## src/rtl/seg_scan.sv

```systemverilog
// seg_scan: multiplexed seven-segment scanner for NDIG hex digits.
// Each digit owns a slot of DIV cycles. The first GAP cycles of every slot
// are blanked so that anode and segment changes never overlap visibly.
// Both outputs are registered and are computed from the pre-edge counter,
// digit index and display latch.
// Optional feature: define SEG_SCAN_LZB_EN to enable leading-zero blanking.
// Digit 0 is never blanked.
module seg_scan #(
    parameter int NDIG = 4,
    parameter int DIV  = 1000,
    parameter int GAP  = 2
) (
    input  logic                seg_scani_clk,
    input  logic                seg_scani_rst,
    input  logic                seg_scani_en,
    input  logic                seg_scani_load,
    input  logic [4*NDIG-1:0]   seg_scani_data,
    output logic [6:0]          seg_scano_seg,
    output logic [NDIG-1:0]     seg_scano_an
);

    localparam int CW = $clog2(DIV);
    localparam int IW = $clog2(NDIG);

    logic [CW-1:0]      cnt_reg;
    logic [IW-1:0]      idx_reg;
    logic [4*NDIG-1:0]  latch_reg;
    logic [6:0]         seg_reg;
    logic [NDIG-1:0]    an_reg;

    logic [3:0]         nib [NDIG];
    logic [3:0]         cur_nib;
    logic [6:0]         code;
    logic               lit;
    logic               cnt_last;
    logic [6:0]         seg_next;
    logic [NDIG-1:0]    an_next;

    // Split the latch into per-digit nibbles so the active one can be muxed.
    generate
        for (genvar gi = 0; gi < NDIG; gi++) begin : g_nib
            assign nib[gi] = latch_reg[4*gi +: 4];
        end
    endgenerate

`ifdef SEG_SCAN_LZB_EN
    // blank[i] is set when digit i and every more significant digit are zero.
    logic [NDIG-1:0] blank;
    assign blank[0] = 1'b0;
    generate
        for (genvar gi = 1; gi < NDIG; gi++) begin : g_blank
            assign blank[gi] = ~|latch_reg[4*NDIG-1:4*gi];
        end
    endgenerate
`endif

    assign cnt_last = (cnt_reg == CW'(DIV - 1));
    assign cur_nib  = nib[idx_reg];
    assign lit      = seg_scani_en && (cnt_reg >= CW'(GAP));

    // Hex nibble to segment pattern, bit0 = a through bit6 = g.
    always_comb begin
        code = 7'h00;
        case (cur_nib)
            4'h0: code = 7'h3F;
            4'h1: code = 7'h06;
            4'h2: code = 7'h5B;
            4'h3: code = 7'h4F;
            4'h4: code = 7'h66;
            4'h5: code = 7'h6D;
            4'h6: code = 7'h7D;
            4'h7: code = 7'h07;
            4'h8: code = 7'h7F;
            4'h9: code = 7'h6F;
            4'hA: code = 7'h77;
            4'hB: code = 7'h7C;
            4'hC: code = 7'h39;
            4'hD: code = 7'h5E;
            4'hE: code = 7'h79;
            default: code = 7'h71;
        endcase
    end

    // Next output values: dark while disabled or inside the slot gap.
    always_comb begin
        an_next  = '0;
        seg_next = '0;
        if (lit) begin
            an_next  = {{(NDIG-1){1'b0}}, 1'b1} << idx_reg;
            seg_next = code;
`ifdef SEG_SCAN_LZB_EN
            if (blank[idx_reg]) begin
                seg_next = '0;
            end
`endif
        end
    end

    // Slot counter and digit index advance only while scanning is enabled.
    always_ff @(posedge seg_scani_clk) begin
        if (seg_scani_rst) begin
            cnt_reg <= '0;
            idx_reg <= '0;
        end else if (seg_scani_en) begin
            if (cnt_last) begin
                cnt_reg <= '0;
                idx_reg <= (idx_reg == IW'(NDIG - 1)) ? '0 : idx_reg + 1'b1;
            end else begin
                cnt_reg <= cnt_reg + 1'b1;
            end
        end
    end

    // Display latch captures new data on every load strobe.
    always_ff @(posedge seg_scani_clk) begin
        if (seg_scani_rst) begin
            latch_reg <= '0;
        end else if (seg_scani_load) begin
            latch_reg <= seg_scani_data;
        end
    end

    // Registered outputs so the pins never see decode glitches.
    always_ff @(posedge seg_scani_clk) begin
        if (seg_scani_rst) begin
            seg_reg <= '0;
            an_reg  <= '0;
        end else begin
            seg_reg <= seg_next;
            an_reg  <= an_next;
        end
    end

    assign seg_scano_seg = seg_reg;
    assign seg_scano_an  = an_reg;

endmodule
```

## config.mk

```make
export PLATFORM = sky130hd
export DESIGN_NAME = seg_scan
export DESIGN_NICKNAME = d
export VERILOG_FILES = /design/src/rtl/seg_scan.sv
export SDC_FILE = /design/constraint.sdc
export NUM_CORES = 1
export LEC_CHECK = 0
export ABC_AREA = 1
export CAP_MARGIN = 20
export CORE_UTILIZATION = 35
export CTS_CLUSTER_SIZE = 24
export DETAILED_ROUTE_END_ITERATION = 10
export DONT_BUFFER_PORTS = 1
export PLACE_DENSITY = 0.6
export SKIP_LAST_GASP = 1
export SLEW_MARGIN = 30
export SYNTH_ARGS = -nofsm -noshare
export SYNTH_HDL_FRONTEND = slang
export SYNTH_SLANG_ARGS = --single-unit
```

## constraint.sdc

```tcl
create_clock -name seg_scani_clk -period 2.92 [get_ports seg_scani_clk]
set_input_delay 0.584 -clock seg_scani_clk [delete_from_list [all_inputs] [get_ports seg_scani_clk]]
set_output_delay 0.584 -clock seg_scani_clk [all_outputs]
set_load 0.03 [all_outputs]
```

==> summary.txt <==
Run status
  • Status: completed

Layout
  • # fillers: between 500 and 600
  • Most frequent cells in the layout: nor2_1 (60), nand2_1 (55), dfxtp_1 (39)
  • Register Area: 781 um^2
  • Fin nets: approximately 300
  • Max reg flops: 16
  • Layout cells sized above 1: 9.06%
  • Area occupied by multi-input gates: about 980 um^2
  • Most common cell after layout, fill and taps aside: nor2_1
  • P&R area growth vs syn: 6.77%
  • Antenna diodes: 0

Clocking
  • Post-CTS Setup Inserts: 0
  • Skew-Pair Late Insertion Delay: between 0.2 and 0.3 ns
  • CTS tree: built
  • Total CTS buffers: 5
  • Post_cts resized: 0
  • Worst-path clk slew: around 0.080 ns
  • # hold bufs at CTS: 0
  • Clock net sink count: 39
  • H-tree depth: 2
  • Max Root-Sink Buffers: 2
  • Clock tree root buffer cell: clkbuf_8

GRT
  • First-pass GRT wire length: 6600 um
  • GR Overflow Total: 0
  • GRT Total Usage: roughly 14%
  • Vias in the first global route: 1459
  • Initial antenna violation count: 0
  • Largest net degree at the start of global routing: 22

Placement
  • I/O Buffers: 0
  • Hpwl dp: between 2000 and 3000 um
  • Final GP Congestion: 0.790

Yosys
  • Post-Syn Instances: approximately 270
  • Register area share after synthesis: between 40% and 50%
  • Synth async-reset ratio: 0%
  • Simple-gate share of the synthesized area: a little over a third
  • EDFF count, synth: 0
  • Post-synthesis mux area share: 0%
  • Top_reg_cell synth: dfxtp_1
  • Synth warnings: 0
  • Syn_nets: a little under 300
  • Post-synthesis register bit count: 39
  • Xor/xnor share of the synthesized area: 1.82%
  • Adder-Cell Fraction of Synth Area: ~6.5%
  • Distinct cells, synth: 26
  • Main combinational cell family by area after synthesis: simple AND/OR/NAND/NOR gates
  • Post-synthesis compound-gate area fraction: about 7.4%
  • Avg Cell Area, Syn: 7.26 um^2
  • Synthesized area: 1920 um^2

Drt
  • Vias: roughly 1.6k
  • DRC viols: 0
  • DR iter-0 viols: between 70 and 80
  • Drt wl/cell: between 10 and 15 um
  • Vias per cell: between 4 and 5
  • ANT nets after route: 0
  • Pre-antenna DRT Iters: 4
  • WL final: around 3700 um

Power
  • Pleak: 0.000921 uW
  • Switching Power: about 270 uW
  • Seq pwr share: a little under three fifths
  • Net Sw Frac: 25.6%
  • Peak VDD IR: between 0.2 and 0.25 mV
  • Clock power share: a little over a third
  • Power share of the combinational group: roughly a tenth
  • Pwr dens: ~510 nW/um^2
  • Cell Int Power: approximately 780 uW

Timing
  • Worst hold slack: 0.350 ns
  • FMAX: 503 MHz
  • Final Slew Violations: 0
  • Fin crit period: slightly below 2 ns
  • Slew Limit Headroom: a little over three fifths
  • Crit share post-route: between 60% and 70%
  • Endpoints failing setup: 0
  • Hold Fails Final Rpt: 0
  • RSZ-0062 raised after global routing: false
  • Post-route clock skew: 0.0117 ns
  • Setup Total Neg Slack: 0 ns
  • Worst Max-Slew Pin Slew: 0.557 ns

Setup path
  • CP Max Fanout: 13
  • CP dominant cell by count: nand2_1
  • Critical path's top delay family: simple AND/OR/NAND/NOR gates
  • CP startpoint: idx_reg[0]
  • Crit-path max cell delay: approximately 0.6 ns
  • Worst setup EP type: register
  • Crit path launch type: register
  • Crit path arrival time: between 2 and 2.5 ns
  • CP cell instances: inv_2, nand2_1, nand3_1, nand2_1, inv_1, ha_1, nand3b_1, nand3_1, nand2_1, nor2_1
  • Worst R2R Path Depth: 10
  • Reg-to-reg endpoint: seg_scano_seg[3]
  • CP Class: register to register
  • Critical path depth in cells: 10
  • Critical-path top delay cell: dfxtp_1
  • Worst r2r src: idx_reg[0]
  • Required @ worst endpoint: about 3.2 ns
  • CP endpoint: seg_scano_seg[3]
  • Critical path buffers and inverters: 2
  • R2R Setup Slk: just over 0.9 ns

Hold path
  • Worst Hold Class: primary input to register

Run
  • Number of max-cap violations: 0

Die
  • Die W: around 76 um
  • Die height: between 70 and 80 um
  • Core Rows: 26
  • I/O Pins: 31
  • Effective utilization at floorplan: between 30% and 40%
  • Area of the core: 5200 um^2
  • Die ar.: approximately 5800 um^2
==> worst register-to-register path, delay by kind of cell (launching register included) <==
| kind | cells | cell delay (ns) |
|---|---|---|
| simple gates | 7 | 0.77 |
| fa+ha+maj | 1 | 0.22 |
| buf+inv | 2 | 0.32 |
| flops | 1 | 0.60 |
==> how the worst min path moves through the flow <==
| stage | start | end | slack [ns] | depth (start not counted) |
|---|---|---|---|---|
| after floorplan | latch_reg[7] | latch_reg[7] | 0.43 | 2 |
| after global placement | latch_reg[7] | latch_reg[7] | 0.46 | 2 |
| after detailed placement | latch_reg[7] | latch_reg[7] | 0.47 | 2 |
| after CTS | seg_scani_rst | cnt_reg[2] | 0.34 | 1 |
| after global routing | seg_scani_rst | cnt_reg[2] | 0.34 | 1 |
| final | seg_scani_rst | cnt_reg[2] | 0.35 | 1 |
==> metrics by stage <==
| stage | area [um^2] | utilization [%] | total power [uW] | setup WS [ns] | instances |
|---|---|---|---|---|---|
| finish | 2050 | 39.4 | 1040 | 0.932 | 335 |
| global route | 2050 | 39.4 | 1100 | 0.663 | 335 |
| detailed placement | 1970 | 37.8 | 691 | 0.980 | 328 |
| global placement | 1970 | 37.8 | 691 | 1.06 | 328 |
| CTS | 2050 | 39.4 | 1060 | 0.946 | 335 |
| floorplan | 1920 | - | 674 | 1.37 | 265 |
==> synth_stat cells (4+ instances only) <==
master	instances	share of area, %
nand2_2	4	1.3
o21ai_0	17	4.4
dfxtp_1	39	41
nand2_1	55	11
nor2_1	60	12
inv_1	23	4.5
xor2_1	4	1.8
a21oi_1	8	2.1
ha_1	10	6.5
nand3_1	15	3.9
clkbuf_1	4	0.78
==> layout make-up <==
class,count,share of cell area (%)
tap,70,4.27
inverter,28,5.48
clock inverter,1,0.244
multi-input combinational,191,48.0
sequential,39,38.0
clock buffer,6,4.02
==> layer usage <==
metal / vias up / GRT usage (%) / wire, um
li1: 831 / - / -
met1: 692 / 18.4 / 1830
met2: 26 / 21.7 / 1600
met3: 7 / 4.55 / 185
met4: 0 / 5.77 / 65
met5: - / 0 / 0
==> power by group through the flow <==
stage	Combinational, uW	Clock [uW]	Sequential, uW
6_report	98.7	365	579
5_1_grt	116	404	581
3_5_place_dp	98.8	0	592
3_3_place_gp	98.8	0	592
2_1_floorplan	86.5	0	587
4_1_cts	99.4	380	579
==> kinds of logic (layout without fill, tap and decap cells) <==
logic type,count (synthesis),after routing
adder cells (fa/ha/maj),10,10
buffers and inverters,35,35
AND/OR/NAND/NOR,150,150
AO/OA/AOI/OAI,27,27
XOR/XNOR,4,4
flip-flops,39,39
Note: power is estimated with default switching activity, not from simulation.
